<file path="config.mk">
export PLATFORM = sky130hd
export DESIGN_NAME = rr_arb_mux
export DESIGN_NICKNAME = d
export VERILOG_FILES = /design/src/rtl/rr_arb_mux.sv
export SDC_FILE = /design/constraint.sdc
export NUM_CORES = 1
export LEC_CHECK = 0
export ABC_AREA = 1
export ABC_CLOCK_PERIOD_IN_PS = 2700
export BUFFER_PORTS_ARGS = -buffer_cell sky130_fd_sc_hd__buf_2
export CAP_MARGIN = 20
export CORE_ASPECT_RATIO = 0.5
export CORE_MARGIN = 2
export CORE_UTILIZATION = 47
export CTS_BUF_LIST = sky130_fd_sc_hd__clkbuf_8
export DETAILED_ROUTE_END_ITERATION = 12
export PLACE_DENSITY = 0.82
export SYNTH_ARGS = -nofsm -noshare
export SYNTH_HDL_FRONTEND = slang
export SYNTH_SLANG_ARGS = --single-unit
</file>
<file path="constraint.sdc">
create_clock -name clk -period 2.7 [get_ports clk]
set_input_delay 0.675 -clock clk [delete_from_list [all_inputs] [get_ports clk]]
set_output_delay 0.675 -clock clk [all_outputs]
set_load 0.01 [all_outputs]
</file>
<file path="src/rtl/rr_arb_mux.sv">
// Round-robin arbiter feeding a single registered output slot with valid/ready handshakes.
// Define RR_ARB_MUX_LOCK_EN to hold the grant on one channel until it sends a beat with in_last set.
module rr_arb_mux #(
  parameter int WIDTH  = 16,
  parameter int NUM_IN = 3,
  parameter int SEL_W  = (NUM_IN > 1) ? $clog2(NUM_IN) : 1
) (
  input  logic                    clk,
  input  logic                    rst,
  input  logic [NUM_IN*WIDTH-1:0] in_data,
  input  logic [NUM_IN-1:0]       in_valid,
  input  logic [NUM_IN-1:0]       in_last,
  output logic [NUM_IN-1:0]       in_ready,
  output logic [WIDTH-1:0]        out_data,
  output logic [SEL_W-1:0]        out_sel,
  output logic                    out_valid,
  input  logic                    out_ready
);

  logic [WIDTH-1:0] outData_q, outData_d;
  logic [SEL_W-1:0] outSel_q, outSel_d;
  logic             outValid_q, outValid_d;
  logic [SEL_W-1:0] ptr_q, ptr_d;

  logic             canLoad;
  logic             grantVld;
  logic [SEL_W-1:0] grantIdx;
  logic             accept;
  logic [WIDTH-1:0] selData;
  logic [SEL_W-1:0] nextPtr;

`ifdef RR_ARB_MUX_LOCK_EN
  logic             locked_q, locked_d;
  logic [SEL_W-1:0] lockCh_q, lockCh_d;
`else
  logic             unusedLast;
  assign unusedLast = ^in_last;
`endif

  assign canLoad = !outValid_q || out_ready;

  // Search upward from ptr with wrap; the first valid channel wins.
  always_comb begin
    int idx;
    grantVld = 1'b0;
    grantIdx = '0;
    idx      = 0;
    for (int k = 0; k < NUM_IN; k++) begin
      idx = int'(ptr_q) + k;
      if (idx >= NUM_IN) idx = idx - NUM_IN;
      if (!grantVld && in_valid[idx]) begin
        grantVld = 1'b1;
        grantIdx = SEL_W'(idx);
      end
    end
`ifdef RR_ARB_MUX_LOCK_EN
    if (locked_q) begin
      grantVld = in_valid[lockCh_q];
      grantIdx = lockCh_q;
    end
`endif
  end

  assign accept  = grantVld && canLoad;
  assign selData = in_data[int'(grantIdx)*WIDTH +: WIDTH];
  assign nextPtr = (grantIdx == SEL_W'(NUM_IN - 1)) ? '0 : grantIdx + SEL_W'(1);

  always_comb begin
    in_ready = '0;
    if (accept) in_ready[grantIdx] = 1'b1;
  end

  // A fresh accept overwrites the slot even while it drains, so no bubble appears.
  always_comb begin
    outData_d  = outData_q;
    outSel_d   = outSel_q;
    outValid_d = outValid_q;
    ptr_d      = ptr_q;
`ifdef RR_ARB_MUX_LOCK_EN
    locked_d   = locked_q;
    lockCh_d   = lockCh_q;
`endif
    if (accept) begin
      outData_d  = selData;
      outSel_d   = grantIdx;
      outValid_d = 1'b1;
`ifdef RR_ARB_MUX_LOCK_EN
      if (in_last[grantIdx]) begin
        locked_d = 1'b0;
        ptr_d    = nextPtr;
      end else begin
        locked_d = 1'b1;
        lockCh_d = grantIdx;
      end
`else
      ptr_d      = nextPtr;
`endif
    end else if (outValid_q && out_ready) begin
      outValid_d = 1'b0;
      outData_d  = '0;
    end
  end

  always_ff @(posedge clk) begin
    if (rst) begin
      outData_q  <= '0;
      outSel_q   <= '0;
      outValid_q <= 1'b0;
      ptr_q      <= '0;
`ifdef RR_ARB_MUX_LOCK_EN
      locked_q   <= 1'b0;
      lockCh_q   <= '0;
`endif
    end else begin
      outData_q  <= outData_d;
      outSel_q   <= outSel_d;
      outValid_q <= outValid_d;
      ptr_q      <= ptr_d;
`ifdef RR_ARB_MUX_LOCK_EN
      locked_q   <= locked_d;
      lockCh_q   <= lockCh_d;
`endif
    end
  end

  assign out_data  = outData_q;
  assign out_sel   = outSel_q;
  assign out_valid = outValid_q;

endmodule

</file>
After elaboration in Yosys (flattened, before gate mapping):

Cells that the tools add are included.

* flip-flop bits (word level): 21
* bits in latches: 0
* RAM bits: 0
* ROM bits: 0
* bits of input ports: 57
* output and inout port bits: 22
* word-level logic and storage cells: 56
* memories: 0

* $add $sub $neg: 6
* multipliers: 0
* div/mod/pow operators: 0
* magnitude comparators: 8
* equality and inequality tests: 1
* shift-type cells: 1
* multiplexer cells: 26
* bitwise gates (word level): 0
* reduce and logical (&&, ||, !) cells: 10

Operators with widths (count)
* $lt 32x4->1 const B: 3
* $mux 32: 3
* $shiftx 48x7->16: 1
* $mux 16: 2
* $mux 1: 12
* $mux 2: 4
* $sub 3x2->4 const B: 2
* $bmux 1 s2: 3
* $ge 3x2->1 const B: 2
* $logic_and 1x1->1: 5
* $add 2x1->3 const B: 1
* $add 2x2->3 const B: 1
* $logic_not 1->1: 3
* $lt 2x3->1 const B: 1
* $mux 3: 1
* $sub 2x2->3 const B: 1
* $add 2x1->2 const B: 1
* $demux 1 s2: 1
* $eq 2x2->1 const B: 1
* $ge 2x1->1 const B: 1
* $ge 2x2->1 const B: 1
* $reduce_bool 2->1: 1
* $logic_or 1x1->1: 1

Depth between registers and ports, before layout:

* depth after elaboration: 17
* depth in mapped cells: 17
* mapped depth without buffers: 16

Worst setup path before layout:

No wires, ideal clock.

* path kind: flip-flop to output port
* from: register ptr_q[0]
* to: output port in_ready[0]
* arrival time: 1.645 ns
* required time: 2.025 ns
* path slack: 0.380 ns
* stages on the path, launching flop included: 12
* buffers on the path: 0
* cell sequence: dfxtp_1 > inv_1 > ha_1 > inv_1 > nand2_1 > nand3_1 > nand2_1 > nor2_4 > nand3_2 > nand2_8 > nand2_4 > nor2_4

* cells in the longest elaborated chain, start to end: 17
* elaborated cells between the ends (all ways): 37
* those cells by class: add/sub: 5; order compare: 5; mux: 21; reduce/logical: 6

Ends and longest elaborated chain
* from (decl): RTL line 23 `logic [SEL_W-1:0] ptr_q, ptr_d;`
* from (signal assigned): RTL line 118 `ptr_q <= ptr_d;`
* parallel branches: the longest is 16 deep, another holds $sub 3x2->4
* $mux 3 (*): RTL line 70 `if (accept) in_ready[grantIdx] = 1'b1;`
* to (decl): RTL line 13 `output logic [NUM_IN-1:0] in_ready,`

Mark *: on every way between the ends. The select of a mux whose other input is x is not followed.

Worst setup path in the final report:

Same ends and word-level chain as after synthesis.

==> results.cfg <==
[floorplan]
fp-row-count = 14
die_w_um = 85.65
start_util_pct = 50.81
die_h_um = 44.83
ios = 79
core-area_um2 = 3083
die-area_um2 = 3839

[critical_path]
crit_arrival_ps = 1930
critPathKind = flop to primary output
crit_family = simple AND/OR/NAND/NOR gates
cp_max_fo = 5
slowest_delay_ps = 380
reg2regPathDepth = 14
start_kind = flop
r2r_start = ptr_q[0]$_SDFFE_PP0P_
end_kind = primary output
cp_num_buf_inv = 3
worstPathRequired_ps = 2030
reg2reg_slack_ps = 530
cp_slowest_cell = dfxtp_4
r2r_end = out_data[4]$_SDFFE_PP0P_
path_cells = inv_2, ha_4, inv_2, nand2_1, nand3_1, nand2_1, nor2_4, nand3_4, nand2_8, nand2_4, nor2_4, buf_6

[synthesis]
synth_top_area_share_pct = 26.84
ys_warn_count = 0
yosysTopAreaCell = dfxtp_1
synth_cell_types = 25
syn-cell-area_um2 = 1567
netlist_top_cells_area = dfxtp_1, nand2_1, nand3_1, a21oi_2, inv_1
postSynthAreaPerCell_um2 = 6.610
synth_cells = 237
ys_seq_area_share_pct = 26.84
ys_seq_elements = 21
syn_nets = 297

[global_routing]
grt.total_usage_pct = 21.79
grt_pass1_vias = 1641
grt_max_degree = 25
antenna_found_initial = 0
grt_pass1_wl_mm = 6.810
gr-total-overflow = 0

[sta]
slew_headroom_pct = 72.79
whs_ps = 481.3
tightest_slew_ps = 407.2
final_max_slew_viol_count = 0
fin_crit_ps = 2607
clock_skew_ps = 4.955
final.period_utilization_pct = 96.56
finalSetupTns_ps = 0
setup_viol = 0
max_freq_mhz = 383.6
hold_viol = 0

[route]
drt-initial-drc-count = 100
vias_per_cell = 4.981
wire_per_inst_um = 12.21
vias = 1793
firstDrtPassIters = 4
wirelength_mm = 4.397
antenna_left = 0
drc_errors = 0

[hold_path]
hold_start = out_data[12]$_SDFFE_PP0P_
hold_class = flop to flop
holdPathStages = 2
holdPathEnd = out_data[12]$_SDFFE_PP0P_

[pwr]
power_frac_clock_pct = 7.5
internal_power_mw = 1.381
power.density_nw_per_um2 = 1335
comb_power_share_pct = 75.5
seqPwrFrac_pct = 17.0
totalPowerFinal_mw = 2.830
switching_share_pct = 51.20
ir_worst_vdd_mv = 0.5902
leakage_nw = 1.116
p_sw_mw = 1.449

[cts]
clk_pin_slew_ps = 80
htreeDepth = 1
cts_tree = built
cts-root-buf = clkbuf_8
clk_path_buf_depth = 2
clock-sinks = 21
cts_buffers = 3
worstSkewPairLatency_ps = 260
hold_buffers = 0

[status]
status = finished clean

[layout]
drive_gt1_share_pct = 43.13
area_growth_pct = 35.30
nNetsFinal = 381
design_area_um2 = 2120
num_antenna_cells = 0
instances_no_fill = 360

[place]
dp.cells = 345
port_buffers = 75
place_area_um2 = 1917
finalWeightedCongestion = 0.7955
dp_hpwl_mm = 3.175

[run]
maxCapViolCount = 0
cells in the final DEF (no fill, tap or decap), drive strengths merged:
cell,instances
a21oi,17
ha,3
a21boi,1
nand3,52
dfxtp,21
clkinvlp,1
clkbuf,3
buf,89
o21ai,3
nand4,1
a211oi,1
nor2,18
nand2,83
inv,27
power groups by stage:
stage / registers [mW] / clock network (mW) / logic, mW
2_1_floorplan: 0.513 / 0 / 1.48
3_3_place_gp: 0.468 / 0 / 1.74
3_5_place_dp: 0.473 / 0 / 1.80
4_1_cts: 0.472 / 0.215 / 1.88
5_1_grt: 0.495 / 0.233 / 2.34
6_report: 0.480 / 0.212 / 2.14
stage by stage:
step | setup slack (ps) | util, %
after detailed placement | 128.7 | 62.18
final | 92.79 | 68.75
after global routing | -7.017 | 68.75
after floorplan | 380.1 | -
after CTS | 23.95 | 65.14
after global placement | 169.8 | 62.18
flip-flops by register name, indices dropped and copies added, names as in the netlist:
signal / cells
ptr_q: 2
out_data: 16
out_sel: 2
out_valid: 1
logic make-up (layout without fill, tap and decap cells):
family | Yosys count | in the layout | synth area share (%)
AOI/OAI and AO/OA | 22 | 22 | 10.22
DFF | 21 | 21 | 26.84
and+or+nand+nor | 154 | 154 | 47.52
adders and majority gates | 3 | 3 | 2.396
buffers and inverters | 37 | 120 | 13.02
repair_timing:
action / 4_1_cts / 5_1_grt
setup endpoints to repair: 3 / 3
pin swaps: 2 / 8
resized for setup: 6 / 9
buffers inserted: 2 / 9
gates cloned: 0 / 0
synth_stat cells:
cell type and n:
nand3_2 4, clkbuf_1 1, nand2_4 3, nor2_1 13, nor2_4 3, a211oi_1 1
nand4_1 1, dfxtp_1 21, buf_6 4, nand2_2 5, inv_2 3, ha_1 3
nand3_1 48, a21oi_1 5, buf_8 2, inv_1 22, buf_4 2, a21boi_1 1
a21oi_2 12, o21ai_0 3, nand2_1 74, nand2_8 1, inv_4 2, buf_1 1
nor2_2 2
per-layer routing:
metal  up-vias  part of all wire, %  GRT usage, %
li1        924                    -             -
met1       819                   42         24.80
met2        50                   52         42.03
met3         0                  6.3         7.130
met4         0                    0         2.857
met5         -                    0             0
cell type report:
class                   instances  area (µm²)
clock buffers                   3       41.29
clock inverters                 1       7.507
fillers                       260       963.4
inverters                      27       106.4
multi-input cells             179       987.2
flip-flops and latches         21       427.9
well taps                      40       50.05
repair buffers                 89       499.2
worst min-delay path, cell delays in order, from the launching register on:
cell	delay, ps
dfxtp_1	310
nand2_1	80
a21oi_2	50
how the worst max path moves through the flow:
stage | start | to | slack, ps | depth (start not counted)
2_1_floorplan | ptr_q[0]$_SDFFE_PP0P_ | in_ready[0] | 380 | 11
3_3_place_gp | ptr_q[0]$_SDFFE_PP0P_ | in_ready[0] | 170 | 12
3_5_place_dp | ptr_q[0]$_SDFFE_PP0P_ | in_ready[0] | 130 | 12
4_1_cts | ptr_q[0]$_SDFFE_PP0P_ | in_ready[0] | 20 | 12
5_1_grt | ptr_q[0]$_SDFFE_PP0P_ | in_ready[0] | -7 | 13
6_report | ptr_q[0]$_SDFFE_PP0P_ | in_ready[0] | 90 | 12
Note: power is estimated with default switching activity, not from simulation.
